$ cat src/rtl/downstream_ram_ctrl_pkg.sv
// Shared types and constants for the cache / downstream RAM datapath.
// Holds the downstream controller state encoding and helpers.
package cache_def;

   localparam int DOWN_IDX_W  = 5;
   localparam int DOWN_AMT_W  = 16;
   localparam int DOWN_LINE_W = 128;

   typedef struct packed {
      logic [9:0] rdindex;
      logic [9:0] wrindex;
      logic       we;
   } cache_req_type;

   typedef logic [127:0] cache_data_type;

   typedef enum logic [1:0] {
      IDLE,
      WRITE,
      READ,
      RESP
   } down_state_e;

   function automatic logic [15:0] sat_inc16(input logic [15:0] v);
      return (v == 16'hFFFF) ? v : v + 16'd1;
   endfunction

endpackage

$ cat src/rtl/downstream_ram_ctrl_arb.sv
// Two-requester round-robin arbiter; requester a (update) is favoured out of reset.
module down_rr_arb (
   input  logic clk,
   input  logic rst_n,
   input  logic en,
   input  logic req_a,
   input  logic req_b,
   output logic gnt_a,
   output logic gnt_b
);

   logic rr_ptr;

   always_comb begin
      gnt_a = en && req_a && (!req_b || !rr_ptr);
      gnt_b = en && req_b && (!req_a ||  rr_ptr);
   end

   always_ff @(posedge clk or negedge rst_n) begin
      if (!rst_n) begin
         rr_ptr <= 1'b0;
      end else if (gnt_a || gnt_b) begin
         rr_ptr <= ~rr_ptr;
      end
   end

endmodule

$ cat src/rtl/downstream_ram_ctrl.sv
// Serialising controller for the downstream cancelled-orders RAM.
// Define DOWNSTREAM_ACCUM_EN for read-modify-write (saturating accumulate) updates.
module downstream_ram_ctrl
   import cache_def::*;
#(
   parameter int IDX_W  = DOWN_IDX_W,
   parameter int AMT_W  = DOWN_AMT_W,
   parameter int LINE_W = DOWN_LINE_W
) (
   input  logic              clk,
   input  logic              rst_n,
   input  logic              upd_valid,
   output logic              upd_ready,
   input  logic [IDX_W-1:0]  upd_client,
   input  logic [AMT_W-1:0]  upd_amount,
   input  logic              qry_valid,
   output logic              qry_ready,
   input  logic [IDX_W-1:0]  qry_client,
   output logic              rsp_valid,
   output logic [IDX_W-1:0]  rsp_client,
   output logic [AMT_W-1:0]  rsp_amount,
   output cache_req_type     ram_req,
   output logic [LINE_W-1:0] ram_wdata,
   input  logic [LINE_W-1:0] ram_rdata,
   output logic [15:0]       stat_writes,
   output logic [15:0]       stat_skipped
);

   down_state_e       state, state_nxt;
   logic              gnt_upd, gnt_qry;
   logic              is_dup;
   logic [IDX_W-1:0]  cap_client;
   logic [AMT_W-1:0]  cap_amount;
   logic              unused_rdata;

   assign unused_rdata = ^ram_rdata[LINE_W-1:AMT_W];

   down_rr_arb u_arb (
      .clk   (clk),
      .rst_n (rst_n),
      .en    (state == IDLE),
      .req_a (upd_valid),
      .req_b (qry_valid),
      .gnt_a (gnt_upd),
      .gnt_b (gnt_qry)
   );

`ifdef DOWNSTREAM_ACCUM_EN
   logic             cap_is_upd;
   logic [AMT_W:0]   acc_sum;

   assign is_dup  = 1'b0;
   assign acc_sum = {1'b0, ram_rdata[AMT_W-1:0]} + {1'b0, cap_amount};
`else
   logic             last_vld;
   logic [IDX_W-1:0] last_client;
   logic [AMT_W-1:0] last_amount;

   assign is_dup = last_vld && (upd_client == last_client) && (upd_amount == last_amount);
`endif

   always_ff @(posedge clk or negedge rst_n) begin
      if (!rst_n) begin
         state <= IDLE;
      end else begin
         state <= state_nxt;
      end
   end

   always_comb begin
      state_nxt = state;
      case (state)
         IDLE: begin
`ifdef DOWNSTREAM_ACCUM_EN
            if (gnt_upd)                  state_nxt = READ;
`else
            if (gnt_upd && !is_dup)       state_nxt = WRITE;
`endif
            else if (gnt_qry)             state_nxt = READ;
         end
         WRITE: state_nxt = IDLE;
         READ:  state_nxt = RESP;
         RESP: begin
`ifdef DOWNSTREAM_ACCUM_EN
            state_nxt = cap_is_upd ? WRITE : IDLE;
`else
            state_nxt = IDLE;
`endif
         end
         default: state_nxt = IDLE;
      endcase
   end

   always_comb begin
      upd_ready  = gnt_upd;
      qry_ready  = gnt_qry;
      ram_req    = '0;
      ram_req.wrindex[IDX_W-1:0] = cap_client;
      ram_req.we = (state == WRITE);
      ram_wdata  = '0;
      ram_wdata[AMT_W-1:0] = cap_amount;
`ifdef DOWNSTREAM_ACCUM_EN
      rsp_valid  = (state == RESP) && !cap_is_upd;
`else
      rsp_valid  = (state == RESP);
`endif
      rsp_client = rsp_valid ? cap_client : '0;
      rsp_amount = rsp_valid ? ram_rdata[AMT_W-1:0] : '0;
   end

   always_ff @(posedge clk or negedge rst_n) begin
      if (!rst_n) begin
         cap_client   <= '0;
         cap_amount   <= '0;
         stat_writes  <= '0;
         stat_skipped <= '0;
`ifdef DOWNSTREAM_ACCUM_EN
         cap_is_upd   <= 1'b0;
`else
         last_vld     <= 1'b0;
         last_client  <= '0;
         last_amount  <= '0;
`endif
      end else begin
         if (gnt_upd && !is_dup) begin
            cap_client <= upd_client;
            cap_amount <= upd_amount;
`ifdef DOWNSTREAM_ACCUM_EN
            cap_is_upd <= 1'b1;
`endif
         end
         if (gnt_qry) begin
            cap_client <= qry_client;
`ifdef DOWNSTREAM_ACCUM_EN
            cap_is_upd <= 1'b0;
`endif
         end
         if (gnt_upd && is_dup) begin
            stat_skipped <= sat_inc16(stat_skipped);
         end
         if (state == WRITE) begin
            stat_writes <= sat_inc16(stat_writes);
`ifndef DOWNSTREAM_ACCUM_EN
            last_vld    <= 1'b1;
            last_client <= cap_client;
            last_amount <= cap_amount;
`endif
         end
`ifdef DOWNSTREAM_ACCUM_EN
         // Old value arrives in RESP; fold the sum back into cap_amount for WRITE.
         if (state == RESP && cap_is_upd) begin
            cap_amount <= acc_sum[AMT_W] ? '1 : acc_sum[AMT_W-1:0];
         end
`endif
      end
   end

endmodule
$ cat config.mk
export PLATFORM = sky130hd
export DESIGN_NAME = downstream_ram_ctrl
export DESIGN_NICKNAME = d
export VERILOG_FILES = /design/src/rtl/downstream_ram_ctrl_pkg.sv /design/src/rtl/downstream_ram_ctrl_arb.sv /design/src/rtl/downstream_ram_ctrl.sv
export SDC_FILE = /design/constraint.sdc
export NUM_CORES = 1
export LEC_CHECK = 0
export ABC_AREA = 1
export BUFFER_PORTS_ARGS = -buffer_cell sky130_fd_sc_hd__clkbuf_2
export CAP_MARGIN = 20
export CORE_AREA = 2 2 142 144
export CTS_BUF_LIST = sky130_fd_sc_hd__clkbuf_4
export DETAILED_ROUTE_END_ITERATION = 7
export DIE_AREA = 0 0 144 146
export PLACE_DENSITY = 0.62
export SYNTH_ARGS = -nofsm -noshare
export SYNTH_HDL_FRONTEND = slang
export SYNTH_HIERARCHICAL = 1
export SYNTH_SLANG_ARGS = --single-unit
$ cat constraint.sdc
create_clock -name clk -period 3.3 [get_ports clk]
set_input_delay 0.495 -clock clk [delete_from_list [all_inputs] [get_ports clk]]
set_output_delay 0.495 -clock clk [all_outputs]
set_load 0.01 [all_outputs]
== Word-level counts from Yosys, hierarchy flattened ==
Index checks and enable logic that the tools add are counted.
Storage, ports and cells
  flip-flop bits (word level): 78
  bits of input ports: 158
  output and inout bits: 205
  logic and storage cells: 49
Operators by class
  $add $sub $neg: 2
  eq/ne operators: 8
  muxes and demuxes: 7
  bitwise gates (word level): 3
  reductions and logical operators: 20
Operators with widths (number)
  adder 16 x 1 -> 16 bit, second input constant: 2
  == test 16 bit, second input constant: 2
  == test 16 bit: 1
  two-way mux 16 bit: 1
  two-way mux 5 bit: 3
  logical AND 1 bit: 8
  one-hot mux 2 bit (3 select lines): 1
  == test 5 bit: 1
  == test 2 bit, second input constant: 2
  logical NOT 1 bit: 4
  two-way mux 2 bit: 2
  AND reduction 2 bit: 2
  logical OR 1 bit: 3
  inequality test 3 bit, second input constant: 1
  NOT 1 bit: 3
  == test 2 x 1 -> 1 bit, second input constant: 1
  logical NOT 2 bit: 1
  nonzero test 2 bit: 1
  OR reduction 2 bit: 1

== Depth between registers and ports, before layout ==
  word-level depth: 7
  gate-level depth with buffers: 12
  mapped depth without buffers: 11

== Modules after synthesis ==
The synthesis kept the hierarchy.
Modules (own cells, without submodules)
  downstream_ram_ctrl: instances 1, cells each 724, area an instance 5241.3 µm², sequential area each 1926.8 µm²
  down_rr_arb: instances 1, cells each 10, area an instance 62.6 µm², sequential area each 25.0 µm²

== Worst setup path after synthesis ==
No wires, ideal clock.
  path kind: reg2reg
  start: reg state[0]
  end: reg stat_skipped[10]
  library setup time: 0.066 ns
  data arrival time: 1.804 ns
  required time: 3.234 ns
  path slack: 1.430 ns
  stages on the path, launching flop included: 8
  path buffers: 2
  clock period less this slack: 1.870 ns
  cells stage by stage: dfrtp_1 -> nor2_1 -> nand2_1 -> a21oi_1 -> clkbuf_1 -> clkbuf_1 -> nand4_1 -> nand2_1
Between the ends
  cells in the longest elaborated chain, start to end: 5
Ends and longest elaborated chain
  from (decl): line downstream_ram_ctrl.sv:29  | down_state_e state, state_nxt;
  from (signal assigned): line downstream_ram_ctrl.sv:66  | state <= state_nxt;
  logical NOT 2 bit: line downstream_ram_ctrl.sv:41  | .en (state == IDLE),
  logical AND 1 bit (2 in a row): line downstream_ram_ctrl_arb.sv:15  | gnt_a = en && req_a && (!req_b || !rr_ptr);
  net upd_ready: line downstream_ram_ctrl.sv:13  | output logic upd_ready,
  logical AND 1 bit: line downstream_ram_ctrl.sv:138  | if (gnt_upd && is_dup) begin
  AND reduction 2 bit (no source line)
  to (signal assigned): line downstream_ram_ctrl.sv:139  | stat_skipped <= sat_inc16(stat_skipped);
  to (decl): line downstream_ram_ctrl.sv:26  | output logic [15:0] stat_skipped
The timed path passes the listed nets, and every way through them passes these cells.
A chain may end at the register's enable or synchronous reset.

==> results_dict.tcl <==
set metrics [dict create \
    drc 0 \
    cp_data_required_time_ns 2.80 \
    coreArea_um2 19300 \
    status "finished clean" \
    slew_headroom_pct 51.5 \
    fin_crit_sh_pct 72.1 \
    clk_pin_slew_ns 0.15 \
    final_common_cell "nand2_1" \
    hpwl_um 9910 \
    power_mw 3.42 \
    fin_nets 1015 \
    tightest_slew_ns 0.725 \
    clockPowerShare_pct 19.4 \
    cts_tree "done" \
    p_comb_share_pct 38.4 \
    rrSetupSlack_ns 1.14 \
    leakagePower_nw 3.36 \
    cp_max_fo 34 \
    drv_cap 0 \
    synth.ff_latch_count 78 \
    fin_crit_ns 2.38 \
    multiInputGateArea_um2 2420 \
    synth_area_um2 5300 \
    grt_antenna_before_repair 1 \
    fin_cells 1126 \
    cts_root_buf "clkbuf_4" \
    p_seq_share_pct 42.1 \
    async_flop_share_pct 100 \
    initial_utilization_pct 27.4 \
    viasPerCell 3.88 \
    rows 51 \
    switching_share_pct 43.8 \
    final_antenna_net_count 0 \
    rsz0062_at_grt "false" \
    setup_tns_ns 0 \
    io_buffers 123 \
    first_pass_iters 5 \
    critical_path_class "reg2out" \
    h-tree-depth 3 \
    drt_iter0_markers 159 \
    slew_violations 0 \
    nFillCells 2144 \
    peakVddDrop_mv 0.260 \
    clkSinkCount 78 \
    place.gp.congestion 0.824 \
    critPathArrivalTime_ns 1.88 \
    die_h_um 146 \
    placed_cells 1107 \
    synth_flop_cell "dfrtp_1" \
    vias 4367 \
    synth_cell_types 31 \
    clock_skew_ns 0.0345 \
    finalWirelength_um 12900 \
    grt_use_total_pct 12.6 \
    yosys_warnings 6 \
    setup_viol 0 \
    seq_area_frac_synth_pct 36.8 \
    dieWidth_um 144 \
    drive_above_1_share_pct 18.4 \
    cp-start-kind "flip-flop" \
    cts_made_buffers 9 \
    cts_resized 0 \
    area.growth.synth_to_final_pct 11.0 \
    powerDensity_nw_per_um2 580 \
    grt.overflow.total 0 \
    synth_edf_count 0 \
    clockBufferDepth 2 \
    fmax_mhz 420 \
    ios 363 \
    p_int_mw 1.92 \
    netlist_instances 734 \
    timing.hold.ws_ns 0.245 \
    hold_viol_final 0 \
    holdCritPathClass "in2reg" \
    grt_pass1_wl_um 20600 \
    clkLatencyLatePin_ns 0.47 \
    power.switching_mw 1.50 \
    endpoint_kind "output port" \
    post_cts_buffers 0 \
    grt_pass1_vias 4092 \
    layout_common_cells "nand2_1, conb_1, clkbuf_2, inv_1, dfrtp_1" \
    syn_avg_cell_area_um2 7.23 \
    grt_max_degree 79 \
    wl_per_cell_um 11.5 \
    seq_area_um2 1950 \
    dieArea_um2 21000 \
]
critical path, stage by stage (launching register included):
cell	delay, ns
dfrtp_1	0.42
inv_1	0.09
nand2_1	0.24
clkinv_1	0.13
buf_4	0.34
clkbuf_2	0.20
registers in the layout (all words and copies together) (netlist names):
name          count
u_arb/rr_ptr      1
last_amount      16
state             2
stat_skipped     16
last_vld          1
cap_client        5
cap_amount       16
stat_writes      16
last_client       5
cell type report:
class,count,area share (%)
Clock inverter,7,1.53
Tap cell,265,5.63
Timing Repair Buffer,127,11.3
Sequential cell,78,33.1
Antenna cell,1,0.0425
Multi-Input combinational cell,543,41.1
Clock buffer,9,1.15
Inverter,96,6.12
power groups by stage:
stage	registers (mW)	clock network, mW	logic (mW)
global route	1.49	0.746	1.54
detailed placement	1.46	0	1.34
CTS	1.44	0.707	1.34
floorplan	1.49	0	0.926
global placement	1.45	0	1.31
finish	1.44	0.664	1.31
stage by stage:
| step | setup WS [ns] | cell area [um2] | util, % |
|---|---|---|---|
| 6_report | 0.920 | 5890 | 30.5 |
| 4_1_cts | 0.806 | 5860 | 30.3 |
| 3_5_place_dp | 0.876 | 5700 | 29.5 |
| 2_1_floorplan | 1.43 | 5780 | - |
| 3_3_place_gp | 0.905 | 5700 | 29.5 |
| 5_1_grt | 0.722 | 5890 | 30.5 |
metal layers:
metal | vias up | track usage [%] | share of wire, %
met5 | - | 0 | 0
met4 | 0 | 4.85 | 1.4
met3 | 11 | 2.73 | 7.8
met2 | 202 | 20.0 | 44
met1 | 1920 | 16.8 | 46
li1 | 2234 | - | -
logic make-up (layout without fill, tap and decap cells):
kind of cell	after synthesis	after routing	synth area share, %
xor+xnor	28	28	4.62
fa+ha+maj	2	2	0.472
simple gates	344	344	27.6
other cells	1	128	0.0707
buf+inv	239	239	26.5
compound gates	42	42	3.96
flops	78	78	36.8
cells in the mapped netlist, types with 3 or more instances:
cell type  count  area share (%)
nor3_1         8            0.75
nor2_2         5            0.59
nand3_1       30             2.8
nand4_1       21             2.5
dfrtp_1       78              37
nand2_1      202              14
nor2_1        66             4.7
xnor2_1        9             1.5
a21oi_1        4            0.38
o21ai_0       36             3.4
clkbuf_1       8            0.57
inv_1         92             6.5
xor2_1        19             3.1
buf_2          4            0.38
or2_2          3            0.35
buf_4        127              18
path summary, 6_finish.rpt:
check,from,to,cells after the start
max reg2reg,last_client[0],cap_amount[1],8
min in group asynchronous,rst_n,stat_writes[6],2
max in group asynchronous,rst_n,cap_amount[8],3
max,state[1],ram_req[0],5
min reg2reg,state[0],state[1],1
min,qry_client[1],cap_client[1],3
repair_timing:
item | 4_1_cts | 5_1_grt
hold buffers | 0 | 1
endpoints found under the hold margin | 0 | 10
setup endpoints to repair | 0 | 0
Power figures use the tool's default switching activity.
